### config.mk
export PLATFORM = sky130hd
export DESIGN_NAME = ifu_fetch
export DESIGN_NICKNAME = d
export VERILOG_FILES = /design/src/rtl/ifu_fetch.sv
export SDC_FILE = /design/constraint.sdc
export NUM_CORES = 1
export LEC_CHECK = 0
export BUFFER_PORTS_ARGS = -buffer_cell sky130_fd_sc_hd__buf_2
export CORE_MARGIN = 10
export CORE_UTILIZATION = 45
export DETAILED_ROUTE_END_ITERATION = 8
export PLACE_DENSITY = 0.82
export SLEW_MARGIN = 20
export SYNTH_ARGS = -nofsm -noshare
export SYNTH_HDL_FRONTEND = slang
export SYNTH_SLANG_ARGS = --single-unit
### constraint.sdc
create_clock -name clk -period 2.8 [get_ports clk]
set_input_delay 0.14 -clock clk [delete_from_list [all_inputs] [get_ports clk]]
set_output_delay 0.14 -clock clk [all_outputs]
set_load 0.05 [all_outputs]
### src/rtl/ifu_fetch.sv
// rtl/ifu_fetch.sv - instruction fetch unit: one word read per PC, tagged result to decode
// Faults (misaligned, bus error, timeout) return NOP_INST with a cause code.
module ifu_fetch #(
   parameter int          TIMEOUT_CYCLES = 255,
   parameter int          CNT_W          = 8,
   parameter logic [31:0] NOP_INST       = 32'h00000013
) (
   input  logic        clk,
   input  logic        rst,
   input  logic [31:0] fetch_pc,
   input  logic        fetch_go,
   input  logic        flush,
   output logic        imem_req_valid,
   input  logic        imem_req_ready,
   output logic [31:0] imem_req_addr,
   input  logic        imem_resp_valid,
   output logic        imem_resp_ready,
   input  logic [31:0] imem_resp_data,
   input  logic        imem_resp_err,
   output logic [31:0] inst,
   output logic [31:0] inst_pc,
   output logic        inst_valid,
   input  logic        inst_ready,
   output logic        fault,
   output logic [1:0]  fault_cause,
   output logic        busy
);

   typedef enum logic [1:0] {S_IDLE, S_REQ, S_WAIT, S_DONE} state_t;

   localparam logic [CNT_W-1:0] LP_CNT_LAST = CNT_W'(TIMEOUT_CYCLES - 1);

   state_t           r_state;
   logic [31:0]      r_addr;
   logic [31:0]      r_inst;
   logic [31:0]      r_inst_pc;
   logic             r_fault;
   logic [1:0]       r_cause;
   logic             r_discard;
   logic [CNT_W-1:0] r_cnt;

   logic w_accept;
   logic w_disc;
   logic w_timeout;

   // A new PC is taken from IDLE, or from DONE in the same cycle decode consumes.
   assign w_accept  = fetch_go & ~flush &
                      ((r_state == S_IDLE) | ((r_state == S_DONE) & inst_ready));
   assign w_disc    = r_discard | flush;
   assign w_timeout = (r_cnt == LP_CNT_LAST);

   always_ff @(posedge clk or posedge rst) begin
      if (rst) begin
         r_state   <= S_IDLE;
         r_addr    <= '0;
         r_inst    <= NOP_INST;
         r_inst_pc <= '0;
         r_fault   <= 1'b0;
         r_cause   <= 2'b00;
         r_discard <= 1'b0;
         r_cnt     <= '0;
      end else begin
         case (r_state)
            S_IDLE, S_DONE: begin
               if (w_accept) begin
                  r_inst_pc <= fetch_pc;
                  if (fetch_pc[1:0] != 2'b00) begin
                     r_inst  <= NOP_INST;
                     r_fault <= 1'b1;
                     r_cause <= 2'b01;
                     r_state <= S_DONE;
                  end else begin
                     r_addr  <= fetch_pc;
                     r_state <= S_REQ;
                  end
               end else if ((r_state == S_DONE) && (flush || inst_ready)) begin
                  r_state <= S_IDLE;
               end
            end
            S_REQ: begin
               // The request stays on the bus until accepted; a flush only marks it stale.
               if (flush) r_discard <= 1'b1;
               if (imem_req_ready) begin
                  r_cnt   <= '0;
                  r_state <= S_WAIT;
               end
            end
            S_WAIT: begin
               if (imem_resp_valid || w_timeout) begin
                  r_discard <= 1'b0;
                  r_cnt     <= '0;
                  if (w_disc) begin
                     r_state <= S_IDLE;
                  end else begin
                     r_state <= S_DONE;
                     if (imem_resp_valid) begin
                        r_inst  <= imem_resp_err ? NOP_INST : imem_resp_data;
                        r_fault <= imem_resp_err;
                        r_cause <= imem_resp_err ? 2'b10 : 2'b00;
                     end else begin
                        r_inst  <= NOP_INST;
                        r_fault <= 1'b1;
                        r_cause <= 2'b11;
                     end
                  end
               end else begin
                  r_discard <= w_disc;
                  r_cnt     <= r_cnt + CNT_W'(1);
               end
            end
            default: r_state <= S_IDLE;
         endcase
      end
   end

   assign imem_req_valid  = (r_state == S_REQ);
   assign imem_resp_ready = (r_state == S_WAIT);
   assign inst_valid      = (r_state == S_DONE);
   assign busy            = (r_state != S_IDLE);
   assign imem_req_addr   = r_addr;
   assign inst            = r_inst;
   assign inst_pc         = r_inst_pc;
   assign fault           = r_fault;
   assign fault_cause     = r_cause;

endmodule

==> results of run 1 <==
-- state kept, by name, indices dropped and copies added (netlist names) --
register	cells
fault	1
fault_cause	2
imem_req_addr	32
inst	32
inst_pc	32
r_cnt	8
r_discard	1
r_state	2
-- cell families (layout without fill, tap and decap cells) --
kind of cell | after synthesis | in the layout | share of synthesized area (%)
AND/OR/NAND/NOR | 70 | 70 | 8.67
adder cells (fa/ha/maj) | 6 | 6 | 1.59
AO/OA/AOI/OAI | 57 | 57 | 7.11
buffers and inverters | 61 | 267 | 5.55
flip-flops | 110 | 110 | 58.2
multiplexers | 70 | 70 | 18.8
-- cell type report --
cell class,instances,share of cell area (%)
clock inverters,7,1.26
inverters,38,2.34
well taps,136,2.72
flip-flops and latches,110,44.1
clock buffers,9,1.98
repair buffers,213,19.9
multi-input cells,203,27.7
-- worst paths after layout --
check / to / slack, ps / depth (start not counted)
min in group asynchronous: inst_pc[28] / 410 / 3
min: inst[8] / 20 / 3
max reg2reg: imem_req_addr[26] / 360 / 6
max: imem_req_addr[26] / 360 / 6
max in group asynchronous: inst[1] / 1670 / 4
min reg2reg: inst_pc[0] / 510 / 1
-- metal layers --
layer	wire [um]	up-vias	GRT usage, %	share of wire [%]
met4	433	0	8.84	3.3
li1	-	1711	-	-
met5	0	-	0	0
met2	7030	123	29.9	54
met1	4860	1827	18.9	37
met3	765	31	3.67	5.8
-- repair_timing --
item	CTS	global route
hold endpoints to repair	66	0
buffers inserted	0	0
hold buffers	28	0
resized for setup	0	0
-- worst max-delay path, delay by kind of cell (launching register included) --
family	cells	cell delay, ps
adder cells (fa/ha/maj)	1	340
multiplexers	1	360
buffers and inverters	2	400
AND/OR/NAND/NOR	2	810
flip-flops	1	410
-- cell usage in the layout (no fill, tap or decap), drive strengths merged, types with 2 or more instances in the layout --
master,instances
ha,6
or3,6
o21ai,37
nand4,31
clkinv,3
buf,185
mux2i,2
dfstp,3
o21a,3
nor2,5
a31oi,2
and2,2
a22o,4
dlygate4sd3,28
o31ai,2
nor3,2
nand2,6
nand3,5
a21oi,3
mux2,68
dfrtp,107
nor2b,5
and3,4
nand2b,2
clkbuf,9
inv,40
-- stage by stage --
stage | area (um2) | setup WS, ps | hold slack, ps
2_1_floorplan | 4740 | 262 | 289
3_3_place_gp | 5770 | 436 | 259
3_5_place_dp | 5770 | 375 | 267
4_1_cts | 6250 | 355 | 0.208
5_1_grt | 6250 | 267 | 4.26
6_report | 6250 | 356 | 15.9
==> flow_summary.rst, run 1 <==
.. list-table::
   :header-rows: 1

   * - Metric
     - Value
   * - Status
     - finished, final reports clean
   * - Global placer's final weighted congestion
     - 0.813
   * - Instance count after placement with tap cells included
     - about 670
   * - Post-synthesis cell type count
     - 36
   * - Total of endpoints with negative setup slack in the final report
     - 0
   * - Final-report hold violation count
     - 0
   * - Pins Over Slew Limit
     - 0
   * - Number of placement rows
     - 37
   * - Hold path start
     - imem_resp_data[8]
   * - Fin nets
     - 653
   * - Combined area of all synthesized cells
     - between 4000 and 5000 um2
   * - Setup tns final
     - 0 ps
   * - Fill cell count
     - 832
   * - Final global-route overflow total
     - 0
   * - Register cell area after layout
     - 2760 um2
   * - Final standard cell count with taps included and fillers excluded
     - about 720
   * - Worst Path Max Fanout
     - 32
   * - Shortest clock period the worst path allows after layout
     - around 2400 ps
   * - Initial Utilization
     - roughly 46%
   * - Kind of start point of the critical path
     - flop
   * - Kind of critical path
     - flop to flop
   * - Synthesis warning total
     - 0
   * - MaxCap Viol Count
     - 0
   * - Via count of the first global-routing pass
     - approximately 3800
   * - Die area
     - between 15000 and 20000 um2
   * - Per-instance average area after synthesis
     - 12.7 um2
   * - Startpoint of the worst-slack reg-to-reg timing path
     - r_state[0]
   * - Register area share after synthesis
     - 58.2%
   * - Synth-to-Final Area Change
     - 32.1%
   * - Share of final-layout standard cells stronger than drive strength 1
     - roughly 48%
   * - Max_slew headroom
     - 56.0%
   * - Clock Tree Buf Depth
     - 2
   * - DPL Wire Length
     - ~9.6 mm
   * - Cell at the root of the clock tree
     - sky130_fd_sc_hd__clkbuf_8
   * - Req. time, crit path
     - between 3000 and 4000 ps
   * - Net count of the mapped netlist
     - about 450
   * - Commonest register cell after synthesis
     - sky130_fd_sc_hd__dfrtp_1
   * - Worst Skew
     - between 10 and 15 ps
   * - Die width
     - 123 um
   * - Count of nets left with antenna violations after detail routing
     - 0
   * - Total detailed-routing wirelength
     - roughly 13 mm
   * - Worst setup path startpoint
     - r_state[0]
   * - Stage delay of the slowest cell on the critical path
     - between 400 and 500 ps
   * - Ant diodes
     - 0
   * - Final cycle utilization of the critical path
     - 87.3%
   * - List of cells traversed by the critical path
     - inv_1 -> ha_1 -> or3_1 -> or3_2 -> buf_4 -> mux2_4
   * - Synth top area share
     - 56.6%
   * - Number of storage elements in the synthesis netlist
     - 110
   * - Drt wl/cell
     - 18.3 um
   * - Port Buf Inserts
     - 174
   * - Top-level I/O count
     - 175
   * - Hold Crit Class
     - input port to flop
   * - Residual DRC
     - 0
   * - Top cells by area, synth
     - sky130_fd_sc_hd__dfrtp_1, sky130_fd_sc_hd__mux2_2, sky130_fd_sc_hd__mux2_4
   * - Fraction of synthesis flops using an asynchronous set or reset pin
     - 100%
   * - Upper clock frequency limit
     - 0.409 GHz
   * - Leading area contributor after synthesis
     - sky130_fd_sc_hd__dfrtp_1
   * - Via total after detailed routing
     - between 3000 and 4000
   * - Overall global routing resource usage
     - roughly 17%
   * - Number of enable flip-flop cells after synthesis
     - 0
   * - Number of instances in the synthesized netlist
     - around 370
   * - Largest net degree at the start of global routing
     - around 50
   * - Critical Path End Type
     - flop
   * - # clock sinks
     - 110
   * - Most frequent cell after synthesis
     - sky130_fd_sc_hd__dfrtp_1
   * - Data arrival at the endpoint of the critical path
     - 2700 ps
   * - CTS buffer count
     - 9
   * - Final core area utilization
     - slightly above 60%
   * - Drt first-iter violations
     - 255
   * - Actual transition at the worst max-transition pin
     - between 600 and 700 ps
   * - Antenna violations before repair
     - 0
   * - Clock latency at the later pin of the worst-skew pair
     - approximately 380 ps
   * - Placeable core region
     - between 10000 and 15000 um2
   * - Unrepaired setup endpoints after global routing
     - false
   * - Pre-antenna DRT Iters
     - 4
   * - Clock-pin transition on the worst setup and hold timing paths
     - 100 ps
   * - Die boundary height
     - about 120 um
   * - Footprint of the multi-input gates
     - between 1500 and 2000 um2
   * - CP max-delay cell
     - sky130_fd_sc_hd__dfrtp_1
   * - Number of vias per cell
     - between 5 and 6
   * - Count of H-tree levels built during CTS
     - 3
   * - CTS tree
     - built
   * - Top cell types by occurrence after synthesis
     - sky130_fd_sc_hd__dfrtp_1, sky130_fd_sc_hd__mux2_2, sky130_fd_sc_hd__inv_1
   * - Wire length of the first global-routing pass
     - roughly 20 mm
Power of run 1 is left out: the tool's default activity adds up to more than one toggle a clock period on the data nets, which glitch-free logic cannot reach.
==> run 2, diff against run 1 <==
- CORE_UTILIZATION: 45 -> 49
- PLACE_DENSITY: 0.82 -> 0.84
- clock period: 2.8 -> 2.75 ns (I/O delays scaled with it)
==> flow_summary.rst, run 2 (synthesis gave the netlist of run 1 again) <==
.. list-table::
   :header-rows: 1

   * - Metric
     - Value
   * - Cell at the root of the clock tree
     - sky130_fd_sc_hd__clkbuf_8
   * - Kind of start point of the critical path
     - flop
   * - Wire length of the first global-routing pass
     - 21.6 mm (+6.3%)
   * - Footprint of the multi-input gates
     - 1730 um2 (unchanged)
   * - Worst Skew
     - 13.6 ps (+1.13 ps)
   * - Shortest clock period the worst path allows after layout
     - 2460 ps (+14.3 ps)
   * - Number of placement rows
     - 35 (-5.4%)
   * - Pre-antenna DRT Iters
     - 4 (unchanged)
   * - Leading cell type in the layout, fill and taps excluded
     - sky130_fd_sc_hd__buf_2
   * - Clock latency at the later pin of the worst-skew pair
     - 370 ps (about the same)
   * - Postcts setup bufs
     - 0 (unchanged)
   * - CTS buffer count
     - 9 (unchanged)
   * - Data arrival at the endpoint of the critical path
     - 2710 ps (about the same)
   * - Port Buf Inserts
     - 174 (unchanged)
   * - Clock-pin transition on the worst setup and hold timing paths
     - 120 ps (+20 ps)
   * - Die area
     - 14000 um2 (-6.9%)
   * - DPL Wire Length
     - 9.59 mm (+0.25%)
   * - Status
     - finished, final reports clean
   * - Via total after detailed routing
     - 3719 (+0.73%)
   * - Register cell area after layout
     - 2760 um2 (unchanged)
   * - Setup tns final
     - 0 ps (unchanged)
   * - Placeable core region
     - 9330 um2 (-9.2%)
   * - Fill cell count
     - 730 (-12%)
   * - Post-Route Hold Slack
     - 9.58 ps (-6.34 ps)
   * - Number of vias per cell
     - 5.28 (+2.3%)
   * - Drt wl/cell
     - 18.8 um (+2.8%)
   * - Top-level I/O count
     - 175 (unchanged)
   * - Count of nets left with antenna violations after detail routing
     - 0 (unchanged)
   * - Upper clock frequency limit
     - 0.407 GHz (-0.58%)
   * - Unrepaired setup endpoints after global routing
     - false
   * - Overall global routing resource usage
     - 18.6% (+1.6 points)
   * - Req. time, crit path
     - 3000 ps (-60 ps)
   * - Synth-to-Final Area Change
     - 31.2%
   * - Total detailed-routing wirelength
     - 13.2 mm (+1.2%)
   * - Fin nets
     - 648 (-0.77%)
   * - Critical Path End Type
     - flop
   * - Max_slew headroom
     - 49.2% (-6.8 points)
   * - Count of H-tree levels built during CTS
     - 3 (unchanged)
   * - Global placer's final weighted congestion
     - 0.794 (-2.4%)
   * - CTS tree
     - built
   * - Worst Path Max Fanout
     - 32 (unchanged)
   * - Clock Tree Buf Depth
     - 2 (unchanged)
   * - # clock sinks
     - 110 (unchanged)
   * - Initial Utilization
     - 50.7% (+4.7 points)
   * - MaxCap Viol Count
     - 0 (unchanged)
   * - Actual transition at the worst max-transition pin
     - 760 ps (+103 ps)
   * - Die boundary height
     - 118 um (-3.5%)
   * - Drt first-iter violations
     - 230 (-9.8%)
   * - Residual DRC
     - 0 (unchanged)
   * - Antenna violations before repair
     - 1 (+1)
   * - Share of final-layout standard cells stronger than drive strength 1
     - 48.0% (+0.069 points)
   * - Final cycle utilization of the critical path
     - 89.4% (+2.1 points)
   * - Pins Over Slew Limit
     - 0 (unchanged)
   * - Hold Crit Class
     - input port to flop
   * - Kind of critical path
     - flop to flop
   * - Leading cell types in the layout, fill and taps excluded
     - sky130_fd_sc_hd__buf_2, sky130_fd_sc_hd__dfrtp_1, sky130_fd_sc_hd__mux2_2
   * - Die width
     - 118 um (-3.5%)
   * - Largest net degree at the start of global routing
     - 61 (+20%)
   * - Final-report hold violation count
     - 0 (unchanged)
   * - Via count of the first global-routing pass
     - 4015 (+4.6%)
   * - Final global-route overflow total
     - 0 (unchanged)
   * - Total of endpoints with negative setup slack in the final report
     - 0 (unchanged)
==> run 2: final timing paths <==
check / slack [ps] / endpoint / start / cells after the start
setup / recovery: 290 / imem_req_addr[28] / r_state[0] / 6
hold / removal: 10 / inst[28] / imem_resp_data[28] / 3
setup reg to reg: 290 / imem_req_addr[28] / r_state[0] / 6
hold reg to reg: 510 / inst_pc[25] / inst_pc[25] / 1
max in group asynchronous: 1550 / inst[0] / rst / 4
min in group asynchronous: 430 / r_state[0] / rst / 3
==> run 2: routing by layer <==
metal	up-vias	part of all wire, %	GRT usage [%]	wire length [um]
li1	1698	-	-	-
met3	13	10	7.38	1330
met5	-	0	0	0
met2	172	48	30.6	6330
met1	1836	41	22.1	5440
met4	0	1.1	4.95	149
==> run 2: cell type report <==
cell class | count | area share, %
Sequential cell | 110 | 44.4
Multi-Input combinational cell | 203 | 27.9
Timing Repair Buffer | 208 | 19.3
Tap cell | 129 | 2.60
Inverter | 38 | 2.36
Clock buffer | 9 | 2.00
Clock inverter | 7 | 1.39
Antenna cell | 1 | 0.0403
==> run 2: critical path, cell delays in order, from the launching register on <==
cell and delay [ps]:
sky130_fd_sc_hd__dfrtp_1 420, sky130_fd_sc_hd__inv_1 90, sky130_fd_sc_hd__ha_1 350, sky130_fd_sc_hd__or3_1 400, sky130_fd_sc_hd__or3_2 410, sky130_fd_sc_hd__buf_4 310
sky130_fd_sc_hd__mux2_4 360
==> run 2: repair_timing <==
action	CTS	global route
hold buffers	23	2
endpoints found under the hold margin	56	2
gates resized for setup	0	0
==> run 2: through the flow <==
step           setup slack, ps  cells  cell area (um2)  utilization [%]
6_report                   292    705             6210             66.6
5_1_grt                    222    705             6210             66.6
4_1_cts                    299    702             6190             66.3
3_5_place_dp               306    663             5750             61.6
3_3_place_gp               395    663             5750             61.6
2_1_floorplan              212    374             4740                -
Power of run 2 is left out for the same reason.
